`src/rtl/escaner_teclado.sv`:
```
// ---------------------------------------------------------------------------
// escaner_teclado
//   Scans a 4x4 active-low matrix keypad, debounces a single key press and
//   release, and turns each accepted press into exactly one command pulse for
//   the number-entry datapath.
//
//   Key map (row, col):
//       r0: 1 2 3 A
//       r1: 4 5 6 B
//       r2: 7 8 9 C
//       r3: * 0 # D
//
// Parameters
//   SCAN_DIV         cycles each column is driven before advancing (>= 4)
//   DEBOUNCE_CYCLES  consecutive stable cycles to accept a press/release (>= 2)
//
// Ports
//   clk           system clock
//   reset         asynchronous, active-low reset
//   filas[3:0]    keypad rows, active-low, asynchronous to clk
//   columnas[3:0] column drive, active-low, exactly one bit low
//   digito[3:0]   BCD value of the last accepted digit key
//   capturar      one-cycle pulse, digit key accepted (digito valid with it)
//   clear         one-cycle pulse, '*' accepted
//   enter         one-cycle pulse, '#' accepted
//   op_valido     one-cycle pulse, A/B/C/D accepted
//   op_codigo     operator code A=0 .. D=3, valid with op_valido
//   tecla_activa  level, high from press acceptance until release acceptance
// ---------------------------------------------------------------------------
module escaner_teclado #(
    parameter int SCAN_DIV        = 1000,
    parameter int DEBOUNCE_CYCLES = 200000
) (
    input  logic       clk,
    input  logic       reset,
    input  logic [3:0] filas,
    output logic [3:0] columnas,
    output logic [3:0] digito,
    output logic       capturar,
    output logic       clear,
    output logic       enter,
    output logic       op_valido,
    output logic [1:0] op_codigo,
    output logic       tecla_activa
);

    localparam int DIV_W = $clog2(SCAN_DIV);
    localparam int DEB_W = $clog2(DEBOUNCE_CYCLES);
    localparam logic [DIV_W-1:0] DIV_MAX = DIV_W'(SCAN_DIV - 1);
    localparam logic [DEB_W-1:0] DEB_MAX = DEB_W'(DEBOUNCE_CYCLES - 1);

    typedef enum logic [1:0] {
        ESCANEO,
        REBOTE,
        EMITIR,
        ESPERA_SOLTAR
    } estado_t;

    estado_t          estado;
    logic [1:0]       col;
    logic [3:0]       patron;
    logic [DIV_W-1:0] dwell;
    logic [DEB_W-1:0] deb;
    logic [3:0]       filas_p0;
    logic [3:0]       fs_p1;

    // Active-low drive pattern for a column index.
    function automatic logic [3:0] col_drive(input logic [1:0] c);
        return ~(4'b0001 << c);
    endfunction

    // True when exactly one row line is pulled low.
    function automatic logic una_fila(input logic [3:0] f);
        return ($countones(~f) == 1);
    endfunction

    // Row index of a one-low row pattern.
    function automatic logic [1:0] fila_de(input logic [3:0] f);
        logic [1:0] r;
        case (f)
            4'b1110: r = 2'd0;
            4'b1101: r = 2'd1;
            4'b1011: r = 2'd2;
            default: r = 2'd3;
        endcase
        return r;
    endfunction

    // Digit value of a key in rows 0..2, columns 0..2 (1..9, row-major).
    function automatic logic [3:0] digito_de(input logic [1:0] f, input logic [1:0] c);
        return ({2'b00, f} * 4'd3) + {2'b00, c} + 4'd1;
    endfunction

    // ---- stage p0/p1: two-flop synchronizer on the raw row inputs ----
    always_ff @(posedge clk or negedge reset) begin
        if (!reset) begin
            filas_p0 <= 4'hF;
            fs_p1    <= 4'hF;
        end else begin
            filas_p0 <= filas;
            fs_p1    <= filas_p0;
        end
    end

    // ---- stage p2: scan / debounce FSM with registered outputs ----
    always_ff @(posedge clk or negedge reset) begin
        if (!reset) begin
            estado       <= ESCANEO;
            col          <= 2'd0;
            columnas     <= 4'b1110;
            patron       <= 4'hF;
            dwell        <= '0;
            deb          <= '0;
            digito       <= 4'd0;
            op_codigo    <= 2'd0;
            capturar     <= 1'b0;
            clear        <= 1'b0;
            enter        <= 1'b0;
            op_valido    <= 1'b0;
            tecla_activa <= 1'b0;
        end else begin
            capturar  <= 1'b0;
            clear     <= 1'b0;
            enter     <= 1'b0;
            op_valido <= 1'b0;

            case (estado)
                ESCANEO: begin
                    // Rows are looked at only in the last dwell cycle so the
                    // freshly driven column has time to settle through the
                    // synchronizer.
                    if (dwell == DIV_MAX) begin
                        dwell <= '0;
                        if (una_fila(fs_p1)) begin
                            patron <= fs_p1;
                            deb    <= '0;
                            estado <= REBOTE;
                        end else begin
                            col      <= col + 2'd1;
                            columnas <= col_drive(col + 2'd1);
                        end
                    end else begin
                        dwell <= dwell + 1'b1;
                    end
                end

                REBOTE: begin
                    if (fs_p1 == patron) begin
                        if (deb == DEB_MAX) begin
                            // Outputs are loaded here so they are visible
                            // during the single EMITIR cycle.
                            estado       <= EMITIR;
                            tecla_activa <= 1'b1;
                            if (col == 2'd3) begin
                                op_valido <= 1'b1;
                                op_codigo <= fila_de(patron);
                            end else if (fila_de(patron) == 2'd3) begin
                                case (col)
                                    2'd0:    clear <= 1'b1;
                                    2'd1: begin
                                        capturar <= 1'b1;
                                        digito   <= 4'd0;
                                    end
                                    default: enter <= 1'b1;
                                endcase
                            end else begin
                                capturar <= 1'b1;
                                digito   <= digito_de(fila_de(patron), col);
                            end
                        end else begin
                            deb <= deb + 1'b1;
                        end
                    end else begin
                        // Bounce, release or a second row: abandon quietly.
                        estado   <= ESCANEO;
                        dwell    <= '0;
                        col      <= col + 2'd1;
                        columnas <= col_drive(col + 2'd1);
                    end
                end

                EMITIR: begin
                    deb    <= '0;
                    estado <= ESPERA_SOLTAR;
                end

                ESPERA_SOLTAR: begin
                    // Only the held column is driven, so other keys cannot
                    // disturb the release count.
                    if (fs_p1 != 4'hF) begin
                        deb <= '0;
                    end else if (deb == DEB_MAX) begin
                        tecla_activa <= 1'b0;
                        estado       <= ESCANEO;
                        dwell        <= '0;
                        col          <= col + 2'd1;
                        columnas     <= col_drive(col + 2'd1);
                    end else begin
                        deb <= deb + 1'b1;
                    end
                end

                default: begin
                    estado <= ESCANEO;
                end
            endcase
        end
    end

endmodule

```
`config.mk`:
```
export PLATFORM = sky130hd
export DESIGN_NAME = escaner_teclado
export DESIGN_NICKNAME = d
export VERILOG_FILES = /design/src/rtl/escaner_teclado.sv
export SDC_FILE = /design/constraint.sdc
export NUM_CORES = 1
export LEC_CHECK = 0
export CORE_MARGIN = 4
export CORE_UTILIZATION = 30
export CTS_BUF_LIST = sky130_fd_sc_hd__clkbuf_16
export DETAILED_ROUTE_END_ITERATION = 8
export HOLD_SLACK_MARGIN = 0.06
export PLACE_DENSITY = 0.45
export SETUP_SLACK_MARGIN = 0.2
export SLEW_MARGIN = 20
export SYNTH_ARGS = -nofsm -noshare
export SYNTH_HDL_FRONTEND = slang
export SYNTH_SLANG_ARGS = --single-unit
```
`constraint.sdc`:
```
create_clock -name clk -period 7.6 [get_ports clk]
set_input_delay 0.76 -clock clk [delete_from_list [all_inputs] [get_ports clk]]
set_output_delay 0.76 -clock clk [all_outputs]
set_load 0.05 [all_outputs]
```
==> summary.md <==
| Metric | Value |
|---|---|
| Outcome | finished, final reports clean |
| Hold_buf cts | 0 |
| GRT Util Overall | 0.1309 |
| Cell mode on critical path | ha_1 |
| DRC | 0 |
| Post-DP HPWL | around 5400 µm |
| Mapped Area | 3348 µm² |
| Initial Utilization | 0.3075 |
| Sw Share | 0.2038 |
| Final GP Congestion | around 0.76 |
| Ant. Diodes | 0 |
| Worst clock skew | about 0.006 ns |
| Vias in the first global route | between 2000 and 3000 |
| Post-Route WL | roughly 8000 µm |
| Clk pwr share | 0.564 |
| WP data arrival | approximately 3.6 ns |
| Final instance area | around 4000 µm² |
| Total congestion overflow | 0 |
| Number of routed nets with antenna violations | 0 |
| TritonCTS Buffers | 9 |
| Worst-path cell chain | fa_1 -> inv_1 -> ha_1 -> ha_1 -> or3b_2 -> nor4_4 -> a211oi_2 -> buf_4 -> or4_1 -> a21oi_1 |
| Via count | about 2700 |
| Pwr dens | 193.1 nW/µm² |
| Cts repair resizes | 0 |
| Die H | 113.6 µm |
| Leak Pwr | approximately 1.6 nW |
| Peak supply drop | a little under 0.08 mV |
| # Post-CTS Setup Buffers | 0 |
| Root Driver | clkbuf_16 |
| Pre-antenna DRT Iters | 4 |
| TritonCTS clock tree | yes |
| DR iter-0 viols | roughly 130 |
| Total of warnings raised by yosys | 0 |
| Final Setup Violations | 0 |
| Hold Path Class | flop to flop |
| IO Pins | 21 |
| Worst r2r src | fs_p1[1]$_DFF_PN1_ |
| Routed vias/inst | between 5 and 6 |
| Clock Pin Slew Worst Setup and Hold Paths | roughly 0.05 ns |
| Initial antenna violation count | 0 |
| Register area share after synthesis | 0.4466 |
| CTS sink count | 59 |
| Slew headroom | 0.4275 |
| Post-Syn Nets | roughly 360 |
| Slowest stage delay, CP | 0.57 ns |
| Clk_lat worst skew | 0.33 ns |
| Core footprint | 10890 µm² |
| Post-layout min period | 3.323 ns |
| Min-delay src | filas_p0[2]$_DFF_PN1_ |
| RSZ-0062 raised after global routing | no |
| Wirelength per Cell | around 16 µm |
| Clock buffer depth | 2 |
| Worst R2R Setup Slack | about 4.3 ns |
| Max Transition Viols Final | 0 |
| Fin Setup TNS | 0 ns |
| Num rows | 38 |
| Layout Nets | ~380 |
| Most frequent cells in the layout | dfrtp_1 (44), o21ai_0 (28), nand2_1 (23), a21oi_1 (23), clkdlybuf4s50_1 (19) |
| CP max-delay cell | dfstp_2 |
| Tcrit/Tclk final | 0.4373 |
| Setup crit start | fs_p1[1]$_DFF_PN1_ |
| Post-synth EDFFs | 0 |
| Worst Path Buf+Inv | 2 |
| Commonest non-fill, non-tap cell in the layout | dfrtp_1 |
| Worst path required time | approximately 7.9 ns |
| Max FO, Critical Path | 34 |
| Async set-reset flop share out of synthesis | 1.000 |
| Largest net degree at the start of global routing | 60 |
| Global-route wire length before repair | 13430 µm |
| Crit path kind | flop to flop |
| Combinational Power Share | 0.021 |
| Share of layout cells above drive strength 1 | 0.1425 |
| Number of synthesized register bits | 59 |
| Crit path capture type | flop |
| H-tree depth | 3 |
| Die area | around 13000 µm² |
| Minimum hold slack | about 0.36 ns |
| Number of fill cells | roughly 1100 |
| Unique cell type count in the Yosys netlist | 55 |
| Cell Int Power | around 0.61 mW |
| CP top delay family | simple AND/OR/NAND/NOR gates |
| Max-capacitance violation count | 0 |
| Placed cell area | roughly 3700 µm² |
| Sequential Power Share | 0.415 |
| Syn-to-layout area delta | 19.25% |
| F_max | between 300 and 400 MHz |
| Port-buffer cells | 20 |
| Synth Instances | about 330 |
| Hold Violations, Final | 0 |
| Worst Tran Pin Value | approximately 0.86 ns |
| Top FF cell, synth | dfrtp_1 |
| Die Width | 113.6 µm |
| Startpoint class of the critical path | flop |
| Avg Inst Size Synth | between 10 and 15 µm² |
| NetSw | between 0.15 and 0.2 mW |
[metal layers]
| metal | part of all wire | up-vias | GRT usage |
|---|---|---|---|
| met1 | 0.50 | 1299 | 0.1802 |
| met4 | 0.014 | 0 | 0.05048 |
| li1 | - | 1313 | - |
| met2 | 0.45 | 46 | 0.1979 |
| met3 | 0.038 | 9 | 0.03289 |
| met5 | 0 | - | 0 |
[stage by stage]
stage	setup WS [ns]	util	total power [mW]	instances
floorplan	4.557	-	0.3314	334
global placement	4.333	0.3372	0.3423	482
detailed placement	4.253	0.3372	0.3426	482
CTS	4.263	0.3667	0.7831	498
global route	4.096	0.3667	0.8015	498
finish	4.277	0.3667	0.7709	498
[final cells by class]
class	count	area, µm²	area share
Clock buffer	11	275.3	0.06894
Tap cell	140	175.2	0.04387
Sequential cell	59	1495	0.3745
Timing Repair Buffer	22	210.2	0.05265
Multi-Input combinational cell	246	1734	0.4343
Clock inverter	5	46.29	0.01160
Inverter	15	56.30	0.01410
[cells in the mapped netlist (3+ instances only)]
cell type  number  area share
o211ai_1        6       0.013
and3_1          5      0.0093
inv_1          15       0.017
or4_1          10       0.022
a22o_1          3      0.0078
dfstp_2        15        0.12
nand2_1        23       0.026
a21oi_1        23       0.034
nand2b_1        3      0.0056
nand3_1        14       0.021
clkbuf_1       11       0.012
or3_1           5      0.0093
xor2_1          6       0.016
dfrtp_1        44        0.33
a2bb2oi_1       4       0.010
o221a_2         5       0.017
nand4b_1        3      0.0078
a31oi_1         4      0.0075
ha_1           17       0.064
nand4_1         9       0.017
nor4b_1         3      0.0078
o21a_1          5       0.011
o31ai_1        12       0.027
mux2_2          6       0.020
nor2_1         11       0.012
nor3_1          6      0.0090
o21ai_0        28       0.042
and2_1          3      0.0056
[logic make-up (layout without fill, tap and decap cells)]
| logic type | after synthesis | after routing | share of synthesized area |
|---|---|---|---|
| fa+ha+maj | 19 | 19 | 0.07549 |
| buf+inv | 29 | 53 | 0.03550 |
| xor+xnor | 6 | 6 | 0.01569 |
| compound gates | 103 | 103 | 0.2037 |
| flops | 59 | 59 | 0.4466 |
| mux | 8 | 8 | 0.02616 |
| simple gates | 110 | 110 | 0.1969 |
[power by group through the flow]
stage	Combinational [mW]	Clock, mW	Sequential, mW
2_1_floorplan	0.00627	0	0.325
3_3_place_gp	0.0169	0	0.325
3_5_place_dp	0.0171	0	0.325
4_1_cts	0.0172	0.446	0.320
5_1_grt	0.0194	0.462	0.320
6_report	0.0161	0.434	0.320
[path summary, 6_finish.rpt]
| check | cells after the start | endpoint |
|---|---|---|
| hold / removal | 0 | fs_p1[2]$_DFF_PN1_ |
| hold reg to reg | 0 | fs_p1[2]$_DFF_PN1_ |
| max in group asynchronous | 2 | dwell[1]$_DFFE_PN0P_ |
| min in group asynchronous | 2 | digito[1]$_DFFE_PN0P_ |
| setup / recovery | 10 | deb[9]$_DFFE_PN0P_ |
| setup reg to reg | 10 | deb[9]$_DFFE_PN0P_ |
[state kept, by name, summed over array words and instances, names as in the netlist, named ones only]
name,cells
op_codigo,2
col,2
dwell,10
capturar,1
columnas,4
clear,1
fs_p1,4
patron,4
filas_p0,4
digito,4
tecla_activa,1
deb,18
op_valido,1
estado,1
enter,1
(Power assumes the default switching activity.)
